--- src/rtl/memory_bank_pkg.sv ---
// rtl/memory_bank_pkg.sv - shared encodings and helpers for memory_bank (MEMORY_BANK_PARITY_EN aware)
package memory_bank_pkg;

    typedef enum logic {
        MB_IDLE  = 1'b0,
        MB_CLEAR = 1'b1
    } mb_state_e;

    localparam logic MB_OP_READ  = 1'b0;
    localparam logic MB_OP_WRITE = 1'b1;

    // Even parity: the extra bit makes the total count of ones even.
    function automatic logic even_parity(input logic [63:0] data);
        return ^data;
    endfunction

endpackage

--- src/rtl/memory_bank_clear.sv ---
// rtl/memory_bank_clear.sv - clear sweep counter and FSM for memory_bank
module memory_bank_clear
    import memory_bank_pkg::*;
#(
    parameter int ADDR_W = 8,
    parameter int DEPTH  = 256
) (
    input  logic              clk,
    input  logic              reset,
    input  logic              clear,
    output logic [ADDR_W-1:0] ptr,
    output logic              clr_we,
    output logic              busy
);

    localparam logic [ADDR_W-1:0] LAST_PTR = ADDR_W'(DEPTH - 1);

    mb_state_e         state_q, state_d;
    logic [ADDR_W-1:0] ptr_q, ptr_d;

    always_ff @(posedge clk or negedge reset) begin
        if (!reset) begin
            state_q <= MB_CLEAR;
            ptr_q   <= '0;
        end else begin
            state_q <= state_d;
            ptr_q   <= ptr_d;
        end
    end

    // A clear pulse restarts the sweep from word 0 regardless of state.
    always_comb begin
        state_d = state_q;
        ptr_d   = ptr_q;
        if (clear) begin
            state_d = MB_CLEAR;
            ptr_d   = '0;
        end else if (state_q == MB_CLEAR) begin
            if (ptr_q == LAST_PTR) begin
                state_d = MB_IDLE;
                ptr_d   = '0;
            end else begin
                ptr_d = ptr_q + 1'b1;
            end
        end
    end

    always_comb begin
        busy   = (state_q == MB_CLEAR);
        clr_we = (state_q == MB_CLEAR);
        ptr    = ptr_q;
    end

endmodule

--- src/rtl/memory_bank.sv ---
// rtl/memory_bank.sv - single-port RAM with request handshake and clear sweep; optional MEMORY_BANK_PARITY_EN
module memory_bank
    import memory_bank_pkg::*;
#(
    parameter int DATA_W = 8,
    parameter int ADDR_W = 8,
    parameter int DEPTH  = 256
) (
    input  logic              clk,
    input  logic              reset,
    input  logic              req_valid,
    output logic              req_ready,
    input  logic              operation,
    input  logic [ADDR_W-1:0] address,
    input  logic [DATA_W-1:0] input_value,
    input  logic              clear,
    output logic              busy,
    output logic [DATA_W-1:0] value,
    output logic              value_valid,
    output logic              addr_err
`ifdef MEMORY_BANK_PARITY_EN
   ,output logic              parity_err
`endif
);

`ifdef MEMORY_BANK_PARITY_EN
    localparam int MEM_W = DATA_W + 1;
`else
    localparam int MEM_W = DATA_W;
`endif

    logic [MEM_W-1:0]  mem [DEPTH];

    logic [ADDR_W-1:0] clr_ptr;
    logic              clr_we;
    logic              accept;
    logic              in_range;
    logic              rd_op;
    logic              wr_en;
    logic [ADDR_W-1:0] wr_addr;
    logic [MEM_W-1:0]  wr_data;
    logic [MEM_W-1:0]  wr_word;
    logic [MEM_W-1:0]  rd_word;

    logic [DATA_W-1:0] value_q, value_d;
    logic              value_valid_q, value_valid_d;
    logic              addr_err_q, addr_err_d;

    memory_bank_clear #(
        .ADDR_W (ADDR_W),
        .DEPTH  (DEPTH)
    ) u_clear (
        .clk    (clk),
        .reset  (reset),
        .clear  (clear),
        .ptr    (clr_ptr),
        .clr_we (clr_we),
        .busy   (busy)
    );

    // A same-cycle clear pulse wins over the request.
    assign req_ready = !busy && !clear;
    assign accept    = req_valid && req_ready;
    assign in_range  = {1'b0, address} < (ADDR_W + 1)'(DEPTH);
    assign rd_op     = accept && (operation == MB_OP_READ);

`ifdef MEMORY_BANK_PARITY_EN
    assign wr_word = {even_parity(64'(input_value)), input_value};
`else
    assign wr_word = input_value;
`endif

    // The sweep owns the write port while busy; requests are blocked then anyway.
    always_comb begin
        wr_en   = clr_we || (accept && (operation == MB_OP_WRITE) && in_range);
        wr_addr = clr_we ? clr_ptr : address;
        wr_data = clr_we ? '0 : wr_word;
    end

    always_ff @(posedge clk) begin
        if (wr_en) begin
            mem[wr_addr] <= wr_data;
        end
    end

    assign rd_word = mem[address];

    always_comb begin
        value_d       = value_q;
        value_valid_d = rd_op;
        addr_err_d    = accept && !in_range;
        if (rd_op) begin
            value_d = in_range ? rd_word[DATA_W-1:0] : '0;
        end
    end

    always_ff @(posedge clk or negedge reset) begin
        if (!reset) begin
            value_q       <= '0;
            value_valid_q <= 1'b0;
            addr_err_q    <= 1'b0;
        end else begin
            value_q       <= value_d;
            value_valid_q <= value_valid_d;
            addr_err_q    <= addr_err_d;
        end
    end

    assign value       = value_q;
    assign value_valid = value_valid_q;
    assign addr_err    = addr_err_q;

`ifdef MEMORY_BANK_PARITY_EN
    logic parity_err_q, parity_err_d;

    // A stored word with odd total ones means the parity bit no longer matches.
    assign parity_err_d = rd_op && in_range && (^rd_word);

    always_ff @(posedge clk or negedge reset) begin
        if (!reset) begin
            parity_err_q <= 1'b0;
        end else begin
            parity_err_q <= parity_err_d;
        end
    end

    assign parity_err = parity_err_q;
`endif

endmodule

--- config.mk ---
export PLATFORM = sky130hd
export DESIGN_NAME = memory_bank
export DESIGN_NICKNAME = d
export VERILOG_FILES = /design/src/rtl/memory_bank_pkg.sv /design/src/rtl/memory_bank_clear.sv /design/src/rtl/memory_bank.sv
export SDC_FILE = /design/constraint.sdc
export NUM_CORES = 2
export LEC_CHECK = 0
export CAP_MARGIN = 0
export CORE_UTILIZATION = 63
export CTS_CLUSTER_DIAMETER = 150
export DETAILED_ROUTE_END_ITERATION = 12
export PLACE_DENSITY = 0.79
export SYNTH_ARGS = -nofsm -noshare
export SYNTH_HDL_FRONTEND = slang
export SYNTH_SLANG_ARGS = --single-unit
--- constraint.sdc ---
create_clock -name clk -period 11 [get_ports clk]
set_input_delay 1.1 -clock clk [delete_from_list [all_inputs] [get_ports clk]]
set_output_delay 1.1 -clock clk [all_outputs]
set_load 0.01 [all_outputs]
==> run summary <==
STA
---------------------------------------------------------------------------------
Max-slew headroom ..................................................        13.4%
Fin crit period ....................................................      4820 ps
Post-route worst hold slack ........................................       601 ps
Number of pins exceeding their max-slew limit in the final report ..            0
Clock skew .........................................................      46.8 ps
Unrepaired setup endpoints after global routing ....................        false
Count of final hold-check violations ...............................            0
Number of failing setup endpoints in the final timing report .......            0
Actual slew at the worst max-slew pin ..............................      1290 ps
Part of the cycle the worst path needs .............................        43.8%
Post-route setup TNS ...............................................         0 ps
Fmax ...............................................................      207 MHz

FINISH
---------------------------------------------------------------------------------
Synthesis-to-finish area growth ....................................        9.83%
Commonest non-fill, non-tap cells in the layout .................... 2048 x sky130_fd_sc_hd__edfxtp_1, 385 x sky130_fd_sc_hd__mux4_2, 319 x sky130_fd_sc_hd__nor2_1
Utilization of the core after routing ..............................        69.9%
Leading cell type in the layout, fill and taps excluded ............ sky130_fd_sc_hd__edfxtp_1
Fraction of layout instances using a drive strength above 1 ........        19.5%
Area of all placed cells without fillers ...........................    89300 um2
Fill cell instance count of the final layout .......................         7356
Total Nets Final ...................................................         4063

SYNTH
---------------------------------------------------------------------------------
Net count after synthesis ..........................................         3988
Portion of synthesized cell area occupied by the leading cell type .        75.6%
Portion of the post-synthesis area used by sequential elements .....        76.2%
Avg Synthesized Cell Area ..........................................     20.5 um2
Synthesized instance count .........................................         3966
Dominant cell type by area after synthesis ......................... sky130_fd_sc_hd__edfxtp_1
Number of enable-type register cells in the synthesized netlist ....         2048
Primary flip-flop cell chosen by synthesis mapping ................. sky130_fd_sc_hd__edfxtp_1
Library cells used by synthesis ....................................           82
Mapped Area ........................................................    81300 um2
Leading post-synthesis cells by cell area .......................... sky130_fd_sc_hd__edfxtp_1 76%, sky130_fd_sc_hd__mux4_2 11%, sky130_fd_sc_hd__mux2i_1 3.2%, sky130_fd_sc_hd__nor2_1 1.5%, sky130_fd_sc_hd__mux4_1 1.1%
Post-synthesis async set-or-reset flop share .......................       0.871%
YS warnings ........................................................            0
Register bit count reported by yosys ...............................         2066

PWR
---------------------------------------------------------------------------------
Reported leakage power .............................................      28.7 nW
Worst vdd rail ir drop .............................................   0.000167 V
Tot Pwr ............................................................     0.0160 W
Power per cell area ................................................   179 nW/um2

DIE
---------------------------------------------------------------------------------
Die Ht .............................................................       361 um
Die X-Extent .......................................................       361 um
Core area ..........................................................   128000 um2
Number of top-level pins ...........................................           33
Die area ...........................................................   131000 um2
FP Rows ............................................................          131
Effective utilization at floorplan .................................        63.6%

PLACED DESIGN
---------------------------------------------------------------------------------
Total of buffers placed on input and output ports ..................           31
Detailed placement HPWL ............................................       121 mm
Area after DPL .....................................................    82900 um2
Routability congestion estimate ....................................        0.904

CLOCK NETWORK
---------------------------------------------------------------------------------
Maximum level of the CTS H-tree ....................................            4
Clock tree from TritonCTS ..........................................        built
Setup fix buffers added after clock tree synthesis .................            0
Clock transition at the registers of the reported paths ............        60 ps
Hold bufs inserted after CTS .......................................            0
Number of gates resized after cts ..................................            0
CTS max path bufs ..................................................            3
Clock latency at the later pin of the worst-skew pair ..............       830 ps
Number of CTS-inserted buffers .....................................          198
Clk root buf ....................................................... sky130_fd_sc_hd__clkbuf_16
CTS sink cnt .......................................................         2066

ROUTING
---------------------------------------------------------------------------------
Average vias per placed instance ...................................         7.26
DRC violation count after routing ..................................            0
Number of DRC markers in iteration 0 ...............................         6751
Final routed wire length divided by cell count .....................      35.9 um
Count of TritonRoute iterations in the first routing pass ..........            6
Detail Route Antenna Nets ..........................................            0
Vias post-DR .......................................................        42.5k
WL final ...........................................................       211 mm

RUN STATUS
---------------------------------------------------------------------------------
Status ............................................................. finished clean

CRITICAL PATH
---------------------------------------------------------------------------------
Category of the most critical setup path ...........................       in2reg
CP endpoint kind ...................................................     register
Setup crit start kind ..............................................   input port
Maximum fanout count along the critical path .......................          111
Arrival time worst endpoint ........................................      5540 ps
Worst path required time ...........................................     11720 ps

GLOBAL ROUTING
---------------------------------------------------------------------------------
Remaining Overflow, GRT ............................................            0
Initial antenna violation count ....................................            4
All-layer global routing usage .....................................        32.7%
First-pass GRT wire length .........................................       300 mm
Largest net degree at the start of global routing ..................          225
Vias in the first global route .....................................        41.7k

JOB
---------------------------------------------------------------------------------
Max cap viols ......................................................            0

WORST HOLD PATH
---------------------------------------------------------------------------------
Hold crit path type ................................................      reg2reg

[cell families after synthesis]
family	count (synthesis)	synth area share, %
AOI/OAI and AO/OA	375	3.28
and+or+nand+nor	577	3.18
DFF	2066	76.2
muxes	690	15.1
other	1	0.00461
adders and majority gates	1	0.0154
xor gates and xnor gates	4	0.0431
buffers and inverters	252	2.15
[flip-flops by register name, summed over array words and instances, names as in the netlist]
signal,cells
value_valid,1
mem,2048
u_clear.ptr,8
u_clear.busy,1
value,8
[path summary, 6_finish.rpt]
check / start / endpoint / slack [ps] / depth (start not counted)
worst max-delay path: address[0] / value[7] / 6180 / 9
worst min-delay path: u_clear.ptr[3] / u_clear.ptr[3] / 600 / 1
worst max register to register: u_clear.busy / mem[104][4] / 6870 / 4
worst min register to register: u_clear.ptr[3] / u_clear.ptr[3] / 600 / 1
max in group asynchronous: reset / value[2] / 9290 / 1
min in group asynchronous: reset / value[5] / 940 / 1
[cell usage after synthesis, types with 7 or more instances]
master                      number
sky130_fd_sc_hd__a2111oi_0      12
sky130_fd_sc_hd__a211o_1         9
sky130_fd_sc_hd__a211oi_1       24
sky130_fd_sc_hd__a21oi_1        40
sky130_fd_sc_hd__a221oi_1       10
sky130_fd_sc_hd__a22o_1          7
sky130_fd_sc_hd__a22oi_1        28
sky130_fd_sc_hd__a31oi_1        26
sky130_fd_sc_hd__and2_1         14
sky130_fd_sc_hd__buf_1          10
sky130_fd_sc_hd__buf_2          65
sky130_fd_sc_hd__buf_4          22
sky130_fd_sc_hd__buf_6          44
sky130_fd_sc_hd__buf_8          21
sky130_fd_sc_hd__clkbuf_1       75
sky130_fd_sc_hd__dfrtp_1        17
sky130_fd_sc_hd__edfxtp_1     2048
sky130_fd_sc_hd__mux2_2         13
sky130_fd_sc_hd__mux2i_1       256
sky130_fd_sc_hd__mux4_1         35
sky130_fd_sc_hd__mux4_2        385
sky130_fd_sc_hd__nand2_1        92
sky130_fd_sc_hd__nand2b_1       16
sky130_fd_sc_hd__nand3_1        18
sky130_fd_sc_hd__nand3b_1       10
sky130_fd_sc_hd__nand4_1        13
sky130_fd_sc_hd__nor2_1        320
sky130_fd_sc_hd__nor2b_1        13
sky130_fd_sc_hd__nor3_1         26
sky130_fd_sc_hd__nor4_1          7
sky130_fd_sc_hd__o211ai_1       13
sky130_fd_sc_hd__o21ai_0        41
sky130_fd_sc_hd__o221ai_1       41
sky130_fd_sc_hd__o22ai_1        71
sky130_fd_sc_hd__or2_2          12
sky130_fd_sc_hd__or4_1           7
[cell type report]
cell class	instances	area, um2	area share (%)
Clock buffer	255	5400	6.04
Sequential cell	2066	62000	69.4
Timing Repair Buffer	119	1050	1.18
Tap cell	1662	2080	2.33
Clock inverter	102	1030	1.15
Antenna cell	3	7.51	0.00841
Multi-Input combinational cell	1648	17800	19.9
Inverter	8	35.0	0.0392
[routing by layer]
layer  share of wire [%]  routed length (um)  track usage [%]
met1                  34               72600             44.7
met2                  46               96200             48.8
met3                  14               29300             9.75
met4                 5.9               12500             16.5
met5               0.021                  45                0
[worst max-delay path: stages]
cell and delay (ps):
sky130_fd_sc_hd__buf_8 400, sky130_fd_sc_hd__buf_4 620, sky130_fd_sc_hd__buf_12 680, sky130_fd_sc_hd__mux4_1 420, sky130_fd_sc_hd__mux2i_1 130, sky130_fd_sc_hd__o21ai_0 810
sky130_fd_sc_hd__o31ai_1 240, sky130_fd_sc_hd__or4_1 730, sky130_fd_sc_hd__o211ai_1 160
[through the flow]
stage / setup WS [ps] / instances
5_1_grt: 6160 / 5860
6_report: 6180 / 5863
2_1_floorplan: 2120 / 3966
4_1_cts: 6340 / 5859
3_3_place_gp: 5540 / 5501
3_5_place_dp: 5470 / 5502
[power breakdown]
group / switching (W) / internal, W / leakage [nW]
Combinational: 0.000397 / 0.000239 / 6.35
Clock: 0.00288 / 0.00391 / 3.14
Sequential: 0.00000710 / 0.00853 / 19.2
Note: power is estimated with default switching activity, not from simulation.
